**src/rtl/sparc_ifu_mrqbuf.sv**
```systemverilog
// Per-thread I-cache miss request buffer around the IFU thread arbiter (4 threads). Optional MRQ_BYPASS_EN: issue straight from fcl when all threads idle.
// Latency: load->val 2 cycles through PEND/arbiter (1 cycle with MRQ_BYPASS_EN bypass).
// Backpressure: LSU request held stable under val until ack; back-to-back issue on the ack cycle.
module sparc_ifu_mrqbuf #(
    parameter int AW = 40
) (
    input  logic          clk,
    input  logic          arst_l,
    input  logic          se,
    input  logic          si,
    output logic          so,
    input  logic [3:0]    fcl_mrq_load_t,
    input  logic [AW-1:0] fcl_mrq_paddr,
    input  logic          fcl_mrq_nc,
    input  logic [3:0]    ifu_mrq_flush_t,
    output logic [3:0]    mrq_req_vec,
    input  logic [3:0]    arb_mrq_grant_vec,
    output logic          mrq_advance,
    output logic          mrq_lsu_req_val,
    output logic [AW-1:0] mrq_lsu_pa,
    output logic [1:0]    mrq_lsu_tid,
    output logic          mrq_lsu_nc,
    input  logic          lsu_mrq_ack,
    input  logic [3:0]    lsu_mrq_fill_t,
    output logic          mrq_fill_stale,
    output logic [3:0]    mrq_pending_t
);

    typedef enum logic {
        ISS_IDLE = 1'b0,
        ISS_REQ  = 1'b1
    } iss_state_e;

    iss_state_e    iss_q, iss_d;
    logic [3:0]    pend_q, pend_d;
    logic [3:0]    out_q, out_d;
    logic [3:0]    stale_q, stale_d;
    logic [3:0]    cap_vec;
    logic [AW-1:0] pa_q [4];
    logic [3:0]    nc_q;

    logic [3:0]    sel_vec;
    logic [3:0]    take_vec;
    logic          issue_win;
    logic          sel_ok;
    logic          byp_ok;
    logic          issue;
    logic [1:0]    iss_tid;

    function automatic logic [1:0] enc4(input logic [3:0] v);
        logic [1:0] r;
        r = 2'd0;
        for (int i = 3; i >= 0; i--) begin
            if (v[i]) r = 2'(i);
        end
        return r;
    endfunction

    // Scan is not modelled; so simply mirrors si while scanning.
    assign so = se & si;

    assign mrq_req_vec    = pend_q;
    assign mrq_pending_t  = pend_q | out_q;
    assign mrq_fill_stale = |(lsu_mrq_fill_t & stale_q);

    // A grant only selects when it lands on a PEND thread that is not being flushed.
    assign sel_vec   = arb_mrq_grant_vec & pend_q & ~ifu_mrq_flush_t;
    assign issue_win = (iss_q == ISS_IDLE) || lsu_mrq_ack;
    assign sel_ok    = issue_win && (|sel_vec);

`ifdef MRQ_BYPASS_EN
    assign byp_ok = issue_win && !(|(pend_q | out_q)) && (|fcl_mrq_load_t)
                    && !(|(fcl_mrq_load_t & ifu_mrq_flush_t));
`else
    assign byp_ok = 1'b0;
`endif

    assign issue       = sel_ok || byp_ok;
    assign take_vec    = byp_ok ? fcl_mrq_load_t : sel_vec;
    assign iss_tid     = enc4(take_vec);
    assign mrq_advance = issue;

    always_comb begin
        iss_d = iss_q;
        if (issue) begin
            iss_d = ISS_REQ;
        end else if (lsu_mrq_ack) begin
            iss_d = ISS_IDLE;
        end
    end

    // Per-thread priority: flush > fill > load > selection.
    always_comb begin
        pend_d  = pend_q;
        out_d   = out_q;
        stale_d = stale_q;
        cap_vec = 4'b0000;
        for (int i = 0; i < 4; i++) begin
            if (ifu_mrq_flush_t[i]) begin
                if (out_q[i]) stale_d[i] = 1'b1;
                else          pend_d[i]  = 1'b0;
            end else if (lsu_mrq_fill_t[i] && out_q[i]) begin
                out_d[i]   = 1'b0;
                stale_d[i] = 1'b0;
                if (fcl_mrq_load_t[i]) begin
                    pend_d[i]  = 1'b1;
                    cap_vec[i] = 1'b1;
                end
            end else if (fcl_mrq_load_t[i] && !pend_q[i] && !out_q[i]) begin
                cap_vec[i] = 1'b1;
                if (byp_ok) out_d[i]  = 1'b1;
                else        pend_d[i] = 1'b1;
            end else if (sel_vec[i] && sel_ok) begin
                pend_d[i] = 1'b0;
                out_d[i]  = 1'b1;
            end
        end
    end

    always_ff @(posedge clk or negedge arst_l) begin
        if (!arst_l) begin
            iss_q   <= ISS_IDLE;
            pend_q  <= 4'b0000;
            out_q   <= 4'b0000;
            stale_q <= 4'b0000;
            nc_q    <= 4'b0000;
            for (int i = 0; i < 4; i++) begin
                pa_q[i] <= '0;
            end
        end else begin
            iss_q   <= iss_d;
            pend_q  <= pend_d;
            out_q   <= out_d;
            stale_q <= stale_d;
            for (int i = 0; i < 4; i++) begin
                if (cap_vec[i]) begin
                    pa_q[i] <= fcl_mrq_paddr;
                    nc_q[i] <= fcl_mrq_nc;
                end
            end
        end
    end

    always_ff @(posedge clk or negedge arst_l) begin
        if (!arst_l) begin
            mrq_lsu_req_val <= 1'b0;
            mrq_lsu_pa      <= '0;
            mrq_lsu_tid     <= 2'd0;
            mrq_lsu_nc      <= 1'b0;
        end else if (issue) begin
            mrq_lsu_req_val <= 1'b1;
            mrq_lsu_pa      <= byp_ok ? fcl_mrq_paddr : pa_q[iss_tid];
            mrq_lsu_nc      <= byp_ok ? fcl_mrq_nc : nc_q[iss_tid];
            mrq_lsu_tid     <= iss_tid;
        end else if (lsu_mrq_ack) begin
            mrq_lsu_req_val <= 1'b0;
        end
    end

    a_load_onehot: assert property (@(posedge clk) disable iff (!arst_l)
        $onehot0(fcl_mrq_load_t));
    a_load_busy: assert property (@(posedge clk) disable iff (!arst_l)
        !(|(fcl_mrq_load_t & ~ifu_mrq_flush_t & (pend_q | (out_q & ~lsu_mrq_fill_t)))));
    a_fill_idle: assert property (@(posedge clk) disable iff (!arst_l)
        !(|(lsu_mrq_fill_t & ~out_q)));

endmodule

```
**config.mk**
```make
export PLATFORM = sky130hd
export DESIGN_NAME = sparc_ifu_mrqbuf
export DESIGN_NICKNAME = d
export VERILOG_FILES = /design/src/rtl/sparc_ifu_mrqbuf.sv
export SDC_FILE = /design/constraint.sdc
export NUM_CORES = 1
export LEC_CHECK = 0
export BUFFER_PORTS_ARGS = -buffer_cell sky130_fd_sc_hd__buf_2
export CORE_MARGIN = 2
export CORE_UTILIZATION = 49
export DETAILED_ROUTE_END_ITERATION = 12
export HOLD_SLACK_MARGIN = 0.05
export PLACE_DENSITY = 0.69
export REMOVE_ABC_BUFFERS = 1
export SLEW_MARGIN = 0
export SYNTH_ARGS = -nofsm -noshare
export SYNTH_HDL_FRONTEND = slang
export SYNTH_SLANG_ARGS = --single-unit
```
**constraint.sdc**
```tcl
create_clock -name clk -period 4.25 [get_ports clk]
set_clock_uncertainty 0.2 [all_clocks]
set_input_delay 0.85 -clock clk [delete_from_list [all_inputs] [get_ports clk]]
set_output_delay 0.85 -clock clk [all_outputs]
set_load 0.02 [all_outputs]
```
==> summary.md, run 1 <==
| Metric | Value |
|---|---|
| Pwr Total | 8.61 mW |
| # resized after CTS | 0 |
| Share of the synthesized area in the top cell type | 57.1% |
| Fin Hold WS | 192 ps |
| Final Hold Vio Count | 0 |
| Final core utilization | 58.1% |
| Layout cells sized above 1 | 37.6% |
| Slowest CP cell | and3b_2 |
| YS warnings | 0 |
| Vias | 7030 |
| Vias in the first global route | 7000 |
| DP HPWL | 13600 um |
| CP required | 3200 ps |
| First-pass GRT wire length | 38900 um |
| Sink Count | 220 |
| Avg Synthesized Cell Area | 11.8 um2 |
| DRT Pass-1 Iters | 4 |
| Final WS setup | 1190 ps |
| CP cell instances | buf_2, and3b_2, nor4_4, nor2_4, buf_2 |
| Port Buffers | 116 |
| GRT overflow | 0 |
| Final RePlAce weighted congestion | 0.764 |
| Worst-Margin Slew | 868 ps |
| LEAKAGE | 4.93 nW |
| GR peak layer | met1 |
| Synth area leader | dfrtp_1 |
| Average routed wire per standard cell | 20.5 um |
| Fmax achieved | 326 MHz |
| CTS tree | yes |
| Most frequent CP cell | buf_2 |
| Largest net degree at the start of global routing | 107 |
| GR Layer Usage met1 | 36.5% |
| GR Util All Layers | 24.0% |
| Outcome | complete, no violations |
| Met3 usage | 4.24% |
| Post-layout instance count excluding filler cells | 1195 |
| CTS H-tree depth | 1 |
| Cell Pwr Density | 764 nW/um2 |
| Min Tclk post-route | 3060 ps |
| Max VDD drop | 0.000473 V |
| Hold Crit Class | in2async |
| Core box area | 19400 um2 |
| Fin area | 11300 um2 |
| Top cells by area, synth | dfrtp_1, mux2_2, a21oi_1 |
| Grt met2 use | 36.2% |
| Chip height | 144 um |
| Slew HR | 42.0% |
| Crit path launch | ifu_mrq_flush_t[0] |
| Clock Tree Buf Depth | 3 |
| DRC Markers | 0 |
| Root buf cell | clkbuf_16 |
| Post-CTS Hold Buffers | 0 |
| Clk pin slew, worst setup/hold paths | 60 ps |
| Layout Nets | 976 |
| Commonest non-fill, non-tap cells in the layout | dfrtp_1, mux2_2, buf_2 |
| Leading cell type in the layout, fill and taps excluded | dfrtp_1 |
| Initial antenna violation count | 2 |
| Io pins | 117 |
| Crit path launch type | input pin |
| # rows | 51 |
| Synth Register Bits | 220 |
| Via density per instance | 5.88 |
| Syn Inst Count | 816 |
| CTS buffer count | 24 |
| Post-CTS Setup Bufs | 0 |
| Worst setup path class | in2out |
| Synth cell types | 26 |
| Final worst-path cycle share | 72.1% |
| RSZ-0062 raised after global routing | no |
| Sequential-to-total area share from yosys stat | 57.1% |
| Syn-to-layout area delta | 16.9% |
| CP Max Fanout | 18 |
| Fin Setup TNS | 0 ps |
| Routed wire length | 24500 um |
| Die X | 144 um |
| CP endpoint kind | output pin |
| Max-Cap Viols | 0 |
| Max incr delay on CP | 570 ps |
| Fill cells | 1647 |
| DRT iter0 DRCs | 549 |
| Post-Synthesis Cell Area | 9640 um2 |
| Inst Count DP | 1153 |
| ANT nets after route | 0 |
| Diode count | 0 |
| Initial Utilization | 49.7% |
| Arrival time at the worst endpoint | 2010 ps |
| Reg-to-Reg Start | out_q[1] |
| Full die area | 20800 um2 |
| Clock Latency Late Sink | 510 ps |
| Final setup fails | 0 |
| Dpl ws | 1130 ps |
| Max Slew Vio Count | 0 |
| Placed Area | 10500 um2 |
worst paths after layout:
check,endpoint,slack [ps],cells after the start
max,mrq_advance,1190,5
min,mrq_req_vec[2],190,1
max reg2reg,pa_q[117],1660,4
min reg2reg,stale_q[2],290,2
max in group asynchronous,pa_q[108],2770,2
min in group clk,stale_q[2],290,2
state kept, by name, indices dropped and copies added (netlist names):
name,flops
pa_q,160
mrq_lsu_pa,40
mrq_req_vec,4
nc_q,4
out_q,4
stale_q,4
mrq_lsu_tid,2
mrq_lsu_nc,1
mrq_lsu_req_val,1
synth_stat cells:
cell,instances
nor2_1,1
mux2_2,164
a21boi_1,1
and2_1,1
inv_1,8
buf_2,29
o221ai_1,2
buf_1,4
nand2b_1,2
and3b_1,4
o21ai_0,16
a22oi_1,3
a22o_1,2
nand2_1,93
nor4_4,1
or2_2,4
a31oi_1,4
nor2b_1,4
dfrtp_1,220
clkbuf_1,30
o211ai_1,2
a21oi_1,90
nand3_1,85
nand3b_1,2
o32a_1,41
o21a_1,3
worst max-delay path: cells and delay by family:
kind,cells,cell delay (ps)
simple gates,3,840
buf+inv,2,310
logic make-up after synthesis:
group	Yosys count	synth area share [%]
DFF	220	57.1
and+or+nand+nor	197	9.52
AOI/OAI and AO/OA	164	11.1
muxes	164	19.2
buffers and inverters	71	3.14
power by group:
part / switching [mW] / leakage (nW) / total, mW / internal (mW)
Combinational: 1.48 / 1.96 / 2.86 / 1.38
Sequential: 0.612 / 2.60 / 3.78 / 3.17
Clock: 0.814 / 0.372 / 1.97 / 1.16
layout make-up:
class                   instances  area [um2]  area share (%)
clock inverters                 5        25.0           0.222
well taps                     265         332            2.94
flip-flops and latches        220        5510            48.8
inverters                       8        30.0           0.266
repair buffers                135         758            6.73
clock buffers                  37         721            6.39
multi-input cells             525        3900            34.6
layer usage:
metal | part of all wire [%] | vias up
met5 | 0.086 | -
met4 | 1.3 | 4
met3 | 6.9 | 32
met2 | 44 | 255
met1 | 47 | 3591
li1 | - | 3148
Power figures use the tool's default switching activity.
==> run 2, diff against run 1 <==
- PLACE_DENSITY: 0.69 -> 0.72
- clock period: 4.25 -> 2.5 ns (I/O delays scaled with it)
==> run 2 against run 1 <==
Sequential power grew 70%. Register-to-register slack got worse by 1400 ps. Sequential share of layout area shrank 0.92 points. Count of clock-buffer cells in the layout shrank 1. Critical path depth shrank 1. Core utilization increased by 1.1 points. Largest cell class unchanged. Critical path type is now reg2out. Worst setup slack got worse by 1100 ps. First-iteration DRC count down 11%. Non-clock buffer count grew 16.
==> summary.md, run 2 (synthesized netlist as in run 1, its figures left out) <==
| Metric | Value |
|---|---|
| Outcome | complete, no violations |
| Final RePlAce weighted congestion | 0.775 (+1.5%) |
| DRT Pass-1 Iters | 4 (unchanged) |
| DRT iter0 DRCs | 490 (-11%) |
| CP endpoint kind | output pin |
| ANT nets after route | 0 (unchanged) |
| Syn-to-layout area delta | 19.2% |
| Largest net degree at the start of global routing | 62 (-42%) |
| Port Buffers | 116 (unchanged) |
| RSZ-0062 raised after global routing | no |
| Die X | 144 um (unchanged) |
| Hold Crit Class | in2reg |
| RR Endpoint | mrq_lsu_pa[28] |
| CP required | 1800 ps (-1400 ps) |
| Worst reg-to-reg path cell count | 5 (+1) |
| CTS buffer count | 23 (-4.2%) |
| Clock Tree Buf Depth | 3 (unchanged) |
| Worst setup path class | reg2out |
| Core box area | 19400 um2 (unchanged) |
| GR Util All Layers | 23.1% (-0.94 points) |
| Root buf cell | clkbuf_16 |
| Slew HR | 59.7% (+18 points) |
| DP HPWL | 13800 um (+0.88%) |
| # rows | 51 (unchanged) |
| Average routed wire per standard cell | 19.7 um (-4.2%) |
| Final worst-path cycle share | 97.9% |
| Clk pin slew, worst setup/hold paths | 60 ps (about the same) |
| Crit path launch | mrq_req_vec[2] |
| Post-layout instance count excluding filler cells | 1213 (+1.5%) |
| Final Hold Vio Count | 0 (unchanged) |
| Hold_sp | fcl_mrq_paddr[34] |
| CP Max Fanout | 7 (-11) |
| Dpl ws | 166 ps (-965 ps) |
| Flop2flop setup slack | 290 ps (-1370 ps) |
| Reg-to-Reg Start | mrq_req_vec[2] |
| Crit path launch type | register |
| Routed wire length | 23800 um (-2.8%) |
| Fmax achieved | 409 MHz |
| Max Slew Vio Count | 0 (unchanged) |
| Min Tclk post-route | 2450 ps |
| Max VDD drop | 0.000494 V (+4.4%) |
| Leading cell type in the layout, fill and taps excluded | dfrtp_1 |
| CTS H-tree depth | 1 (unchanged) |
| Cell Pwr Density | 1270 nW/um2 (+66%) |
| Commonest non-fill, non-tap cells in the layout | dfrtp_1, mux2_2, buf_2 |
| Pwr Total | 14.6 mW (+70%) |
| Vias in the first global route | 6873 (-1.8%) |
| Final WS setup | 52.3 ps (-1130 ps) |
| CTS tree | yes |
| Vias | 7011 (-0.27%) |
| Full die area | 20800 um2 (unchanged) |
| GRT overflow | 0 (unchanged) |
| Fin Hold WS | 62.3 ps (-130 ps) |
| Layout Nets | 991 (+1.5%) |
| Worst Setup EP | mrq_advance |
| Initial Utilization | 49.7% (unchanged) |
| Inst Count DP | 1158 (+0.43%) |
| Chip height | 144 um (unchanged) |
| Regs by FF count | pa_q: 160 flops, mrq_lsu_pa: 40 flops |
| First-pass GRT wire length | 37700 um (-3.0%) |
| DRC Markers | 0 (unchanged) |
| Fin Setup TNS | 0 ps (unchanged) |
| Via density per instance | 5.78 (-1.8%) |
| Arrival time at the worst endpoint | 1750 ps (-260 ps) |
| Final setup fails | 0 (unchanged) |
| Layout cells sized above 1 | 38.1% (+0.46 points) |
| Max-Cap Viols | 0 (unchanged) |
| Io pins | 117 (unchanged) |
| Sink Count | 220 (unchanged) |
| LEAKAGE | 5.01 nW (+1.8%) |
| Largest register by flop count | pa_q |
| Worst-Margin Slew | 605 ps (-263 ps) |
| Largest register FFs | 160 (unchanged) |
| Initial antenna violation count | 3 (+1) |
| Clock Latency Late Sink | 510 ps (about the same) |
| Fill cells | 1616 (-1.9%) |
==> run 2: cell count changes in the layout (fill, tap and decap cells not counted) <==
cell and change:
dlygate4sd3_1 +7, clkbuf_16 -2, buf_12 +8, buf_6 +1, diode_2 +3, clkbuf_8 +1
buf_2 -1, clkinv_2 -1, dfrtp_1 -2, dfrtp_2 +2, buf_4 +1, inv_6 +1
==> run 2: area by class of cell <==
cell class                      count  area [um2]  area share, %
Sequential cell                   220        5510           47.9
Multi-Input combinational cell    525        3900           33.9
Timing Repair Buffer              151        1000           8.72
Clock buffer                       36         684           5.96
Tap cell                          265         332           2.89
Inverter                            8        30.0          0.261
Clock inverter                      5        28.8          0.250
Antenna cell                        3        7.51         0.0653
==> run 2: metrics by stage <==
step / util, % / instance area [um2]
2_1_floorplan: - / 9370
3_3_place_gp: 55.0 / 10700
3_5_place_dp: 55.0 / 10700
4_1_cts: 59.1 / 11500
5_1_grt: 59.2 / 11500
6_report: 59.2 / 11500
==> run 2: what timing repair did <==
item,4_1_cts,5_1_grt
setup buffers,3,1
hold endpoints to repair,58,0
endpoints found under the setup margin,1,1
pin swaps,2,1
hold buffers,7,0
resized for setup,1,3
==> run 2: worst min-delay path by stage <==
stage                           endpoint  slack, ps  cells past startpoint
after global placement    mrq_req_vec[2]        260                      1
after detailed placement        pa_q[15]        260                      1
after global routing            pa_q[42]         60                      2
after floorplan               mrq_lsu_nc          4                      0
after CTS                       pa_q[14]         50                      2
final                          pa_q[154]         60                      2
==> run 2: critical path, stage by stage (launching register included) <==
cell and delay (ps):
dfrtp_2 440, and3b_2 250, nor4_4 310, nor2_4 100, buf_6 140
==> run 2: metal layers <==
layer / up-vias / track usage [%] / part of all wire, %
met5: - / 0 / 0.055
met4: 2 / 5.31 / 1.3
met3: 29 / 3.64 / 6.5
met2: 223 / 36.6 / 47
met1: 3575 / 33.8 / 45
li1: 3182 / - / -
==> run 2: report_power, final <==
group / internal, mW / switching, mW
registers: 5.40 / 1.02
clock network: 1.87 / 1.34
logic: 2.45 / 2.53
total: 9.72 / 4.89
